--- config.mk ---
export PLATFORM = sky130hd
export DESIGN_NAME = xge_pkt_rx_bridge
export DESIGN_NICKNAME = d
export VERILOG_FILES = /design/src/rtl/xge_pkt_rx_bridge.sv
export SDC_FILE = /design/constraint.sdc
export NUM_CORES = 1
export LEC_CHECK = 0
export ABC_AREA = 1
export CAP_MARGIN = 20
export CORE_ASPECT_RATIO = 1.25
export CORE_UTILIZATION = 40
export DETAILED_ROUTE_END_ITERATION = 10
export GPL_TIMING_DRIVEN = 0
export MAX_ROUTING_LAYER = met4
export PLACE_DENSITY = 0.71
export SLEW_MARGIN = 20
export SYNTH_ARGS = -nofsm -noshare
export SYNTH_HDL_FRONTEND = slang
export SYNTH_SLANG_ARGS = --single-unit
--- constraint.sdc ---
create_clock -name clkTxRx -period 4.7 [get_ports clkTxRx]
set_clock_uncertainty 0.1 [all_clocks]
set_input_delay 0.94 -clock clkTxRx [delete_from_list [all_inputs] [get_ports clkTxRx]]
set_output_delay 0.94 -clock clkTxRx [all_outputs]
set_load 0.01 [all_outputs]
--- src/rtl/xge_pkt_rx_bridge.sv ---
// XGE MAC packet RX interface to valid/ready stream bridge, buffered by a credit-controlled FWFT FIFO.
// Statistics counters are built only when XGE_RX_STATS_EN is defined.
//
// state | meaning
// IDLE  | waiting for pkt_rx_avail with FIFO credit available
// READ  | issuing pkt_rx_ren until the EOP word comes back
// GAP   | one-cycle pause while the MAC drops pkt_rx_avail
module xge_pkt_rx_bridge #(
    parameter int DATA_W = 64,
    parameter int MOD_W  = $clog2(DATA_W/8),
    parameter int DEPTH  = 8,
    parameter int CNT_W  = 32,
    localparam int LVL_W = $clog2(DEPTH) + 1
) (
    input  logic              clkTxRx,
    input  logic              reset_156m25_n,
    input  logic              pkt_rx_avail,
    output logic              pkt_rx_ren,
    input  logic [DATA_W-1:0] pkt_rx_data,
    input  logic              pkt_rx_val,
    input  logic              pkt_rx_sop,
    input  logic              pkt_rx_eop,
    input  logic              pkt_rx_err,
    input  logic [MOD_W-1:0]  pkt_rx_mod,
    output logic [DATA_W-1:0] out_data,
    output logic              out_valid,
    input  logic              out_ready,
    output logic              out_sop,
    output logic              out_eop,
    output logic              out_err,
    output logic [MOD_W-1:0]  out_mod,
    output logic [LVL_W-1:0]  fifo_level,
    output logic              framing_err,
    output logic [CNT_W-1:0]  stat_pkt_cnt,
    output logic [CNT_W-1:0]  stat_err_cnt
);

    localparam int PTR_W = $clog2(DEPTH);
    localparam int ENT_W = DATA_W + MOD_W + 3;

    typedef enum logic [1:0] {IDLE, READ, GAP} state_t;

    state_t           state;
    logic             inflight;
    logic             in_pkt;
    logic [LVL_W-1:0] level;
    logic [PTR_W-1:0] wr_ptr;
    logic [PTR_W-1:0] rd_ptr;
    logic [ENT_W-1:0] mem [DEPTH];
    logic [ENT_W-1:0] head;
    logic [LVL_W:0]   credit_sum;
    logic             credit_ok;
    logic             rx_last;
    logic             wr_req;
    logic             full;
    logic             push;
    logic             pop;

    // Words already requested but not yet written still consume a slot.
    assign credit_sum = {1'b0, level} + {{LVL_W{1'b0}}, inflight} + {{LVL_W{1'b0}}, 1'b1};
    assign credit_ok  = credit_sum <= (LVL_W+1)'(DEPTH);
    assign rx_last    = pkt_rx_val && pkt_rx_eop;
    assign pkt_rx_ren = (state == READ) && credit_ok && !rx_last;

    assign wr_req    = pkt_rx_val && (pkt_rx_sop || in_pkt);
    assign full      = level == LVL_W'(DEPTH);
    assign out_valid = level != '0;
    assign pop       = out_valid && out_ready;
    assign push      = wr_req && (!full || pop);

    always_ff @(posedge clkTxRx or negedge reset_156m25_n) begin
        if (!reset_156m25_n) begin
            state    <= IDLE;
            inflight <= 1'b0;
        end else begin
            inflight <= pkt_rx_ren;
            case (state)
                IDLE:    if (pkt_rx_avail && credit_ok) state <= READ;
                READ:    if (rx_last) state <= GAP;
                GAP:     state <= IDLE;
                default: state <= IDLE;
            endcase
        end
    end

    always_ff @(posedge clkTxRx or negedge reset_156m25_n) begin
        if (!reset_156m25_n) begin
            in_pkt      <= 1'b0;
            framing_err <= 1'b0;
        end else begin
            framing_err <= pkt_rx_val && (pkt_rx_sop ? in_pkt : !in_pkt);
            if (wr_req) in_pkt <= !pkt_rx_eop;
        end
    end

    // Storage is not reset; the head is masked while the FIFO is empty.
    always_ff @(posedge clkTxRx) begin
        if (push)
            mem[wr_ptr] <= {pkt_rx_err, pkt_rx_eop, pkt_rx_sop,
                            (pkt_rx_eop ? pkt_rx_mod : {MOD_W{1'b0}}), pkt_rx_data};
    end

    always_ff @(posedge clkTxRx or negedge reset_156m25_n) begin
        if (!reset_156m25_n) begin
            wr_ptr <= '0;
            rd_ptr <= '0;
            level  <= '0;
        end else begin
            if (push) wr_ptr <= wr_ptr + 1'b1;
            if (pop)  rd_ptr <= rd_ptr + 1'b1;
            case ({push, pop})
                2'b10:   level <= level + 1'b1;
                2'b01:   level <= level - 1'b1;
                default: level <= level;
            endcase
        end
    end

    assign head       = out_valid ? mem[rd_ptr] : '0;
    assign out_data   = head[DATA_W-1:0];
    assign out_mod    = head[DATA_W +: MOD_W];
    assign out_sop    = head[DATA_W+MOD_W];
    assign out_eop    = head[DATA_W+MOD_W+1];
    assign out_err    = head[DATA_W+MOD_W+2];
    assign fifo_level = level;

`ifdef XGE_RX_STATS_EN
    logic [CNT_W-1:0] pkt_cnt;
    logic [CNT_W-1:0] err_cnt;

    always_ff @(posedge clkTxRx or negedge reset_156m25_n) begin
        if (!reset_156m25_n) begin
            pkt_cnt <= '0;
            err_cnt <= '0;
        end else if (pop && out_eop) begin
            if (pkt_cnt != '1) pkt_cnt <= pkt_cnt + 1'b1;
            if (out_err && err_cnt != '1) err_cnt <= err_cnt + 1'b1;
        end
    end

    assign stat_pkt_cnt = pkt_cnt;
    assign stat_err_cnt = err_cnt;
`else
    assign stat_pkt_cnt = '0;
    assign stat_err_cnt = '0;
`endif

endmodule

==> out/qor.yml <==
status: "finished clean"
crit_chain: "clkbuf_1 -> clkbuf_1 -> o21ai_0 -> o21ai_1 -> nor2_1 -> nor2_1 -> clkdlybuf4s50_1"
viasPerCell: 5.24
first_pass_iters: 6
netlist_instances: 1910
worstPathRequired_ns: 3.66
critPathLaunchType: "register"
ys_warn_count: 0
wirelength_um: 61100
seq_area_frac_synth_pct: 73.7
grt_first_pass_wirelength_um: 89900
yosysUniqueCellTypes: 26
crit_path_top_delay_cell: "clkbuf_1"
ctsRootBufferMaster: "clkbuf_16"
grt_max_degree: 23
wl_per_cell_um: 20.3
syn_avg_cell_area_um2: 12.2
die_area_um2: 59300
fmax_mhz: 218
drc: 0
fp.dieH_um: 272
grt_pass1_vias: 15200
grt_util_met1_pct: 24.6
crit_type: "reg2out"
synth_seq_cells: 575
leakage_nw: 9.87
hold_violations: 0
core_area_um2: 57400
slowest_delay_ns: 0.66
cap_violations: 0
rsz0062_at_grt: "false"
fin_ws_ns: 0.121
top_usage_layer: "met2"
worst_slew_pin_slew_ns: 0.855
path_delay_family: "buffers and inverters"
post-place-ws_ns: 0.506
synth-async-reset-ratio_pct: 2.61
syn2layout_area_growth_pct: 22.8
cts_setup_buffers: 0
clkSinkCount: 575
worstPathArrival_ns: 3.54
slew_headroom_pct: 43.0
io_buffer_count: 151
antenna_found_initial: 3
drv_slew: 0
cts_made_buffers: 56
dr_total_vias: 15800
n_fill_cell: 4835
final_util_pct: 49.9
io_pins: 216
cts_tree: "yes"
synth_edf_count: 560
cts_resized: 0
grtUsageMet2_pct: 35.2
cts_buffer_depth: 3
hp-class: "reg2reg"
drive_gt1_share_pct: 10.3
gp_congestion: 0.808
dr.first_iter.drc_count: 1621
ys_dominant_reg_cell: "edfxtp_1"
irDropWorstVdd_mv: 0.377
finalCriticalPeriod_ns: 4.58
cts.hold.buffers_added: 0
clkTransAtPathRegs_ns: 0.06
h-tree-depth: 2
grt_usage_pct: 20.8
dp_hpwl_um: 40000
initial_utilization_pct: 40.7
synth.area.top_cells: "edfxtp_1, nor2_1, o21ai_1"
fin_nets: 2292
post-synth-top-area-fraction_pct: 72.1
ant_nets: 0
rows: 98
cp-end-kind: "output pin"
clock_latency_ns: 0.61
synth.largest_area_cell: "edfxtp_1"
finalSetupViolCount: 0
crit_fanout: 10
use_met3_pct: 4.05
grt.overflow.total: 0
syn_area_um2: 23300
power_density_nw_per_um2: 652
worst-path-buf-inv: 3
fin_crit_sh_pct: 97.4
die_w_um: 218
-- registers in the layout, indices dropped and copies added (netlist names) --
register     flops
wr_ptr           3
fifo_level       4
rd_ptr           3
mem            560
in_pkt           1
inflight         1
framing_err      1
state            2
-- stage by stage --
stage | cells | cell area, um^2 | hold slack (ns) | total power (W) | setup TNS, ns
floorplan | 1973 | 23600 | 0.333 | 0.0106 | -174.57
global placement | 2874 | 26000 | 0.343 | 0.0138 | -1606.04
detailed placement | 2901 | 26700 | 0.370 | 0.0142 | 0
CTS | 3006 | 28600 | 0.378 | 0.0187 | 0
global route | 3009 | 28700 | 0.410 | 0.0196 | 0
finish | 3010 | 28700 | 0.370 | 0.0187 | 0
-- routing by layer --
| metal | share of wire (%) | up-vias |
|---|---|---|
| li1 | - | 7238 |
| met1 | 38 | 7652 |
| met2 | 51 | 760 |
| met3 | 8.6 | 118 |
| met4 | 2.9 | 0 |
| met5 | 0 | - |
-- where the power goes --
part / internal [W] / leakage [nW] / total [W] / switching (W)
sequential: 0.00627 / 5.26 / 0.00644 / 0.000168
combinational: 0.00282 / 3.67 / 0.00766 / 0.00484
clock: 0.00270 / 0.945 / 0.00458 / 0.00189
-- worst reg2reg max path: cells and delay by family, from the launching register on --
| family | cells | cell delay (ns) |
|---|---|---|
| buffers and inverters | 4 | 0.63 |
| adder cells (fa/ha/maj) | 1 | 0.17 |
| AND/OR/NAND/NOR | 4 | 1.32 |
| flip-flops | 1 | 0.35 |
-- cells in the final DEF, fill, tap and decap left out, drive strengths merged --
cell and count:
a21o 1, a21oi 3, buf 143, bufinv 6
clkbuf 135, clkdlybuf4s50 151, clkinv 20, clkinvlp 4
conb 64, dfrtp 15, diode 4, edfxtp 560
fa 1, ha 7, inv 25, nand2 33
nand3 6, nand3b 2, nor2 578, nor3 1
o21ai 493, or2 1, xnor2 2, xor2 5
-- synth_stat cells (2+ instances only) --
cell	number
nor2_1	578
edfxtp_1	560
o21ai_1	290
o21ai_0	203
buf_4	68
clkbuf_1	63
nand2_1	32
inv_1	20
buf_1	19
buf_2	17
dfrtp_1	15
buf_6	11
ha_1	7
nand3_1	6
xor2_1	5
a21oi_1	3
inv_2	2
nand3b_1	2
xnor2_1	2
-- worst paths after layout --
path / startpoint / endpoint / slack, ns / cells after the start
min in group asynchronous: reset_156m25_n / wr_ptr[2]$_DFFE_PN0P_ / 0.70 / 1
setup reg to reg: in_pkt$_DFFE_PN0P_ / mem[6][34]$_DFFE_PP_ / 1.82 / 9
setup / recovery: rd_ptr[1]$_DFFE_PN0P_ / out_data[12] / 0.12 / 7
max in group asynchronous: reset_156m25_n / state[0]$_DFFE_PN0P_ / 3.27 / 1
hold / removal: state[1]$_DFFE_PN0P_ / state[1]$_DFFE_PN0P_ / 0.37 / 1
hold reg to reg: state[1]$_DFFE_PN0P_ / state[1]$_DFFE_PN0P_ / 0.37 / 1
-- kinds of logic after synthesis --
group	count (synthesis)	share of synthesized area [%]
simple gates	621	10.1
flops	575	73.7
compound gates	497	10.7
buf+inv	201	4.82
fa+ha+maj	8	0.461
xor+xnor	7	0.263
other cells	1	0.0161
-- area by class of cell --
cell class / count / area, um^2 / area share (%)
sequential: 575 / 17200 / 60.0
multi-input combinational: 1197 / 5310 / 18.5
timing repair buffer: 178 / 2160 / 7.55
clock buffer: 72 / 1570 / 5.49
buffer: 179 / 1040 / 3.64
tap: 750 / 938 / 3.27
clock inverter: 33 / 340 / 1.19
inverter: 22 / 82.6 / 0.288
antenna: 4 / 10.0 / 0.0349
Power figures use the tool's default switching activity.
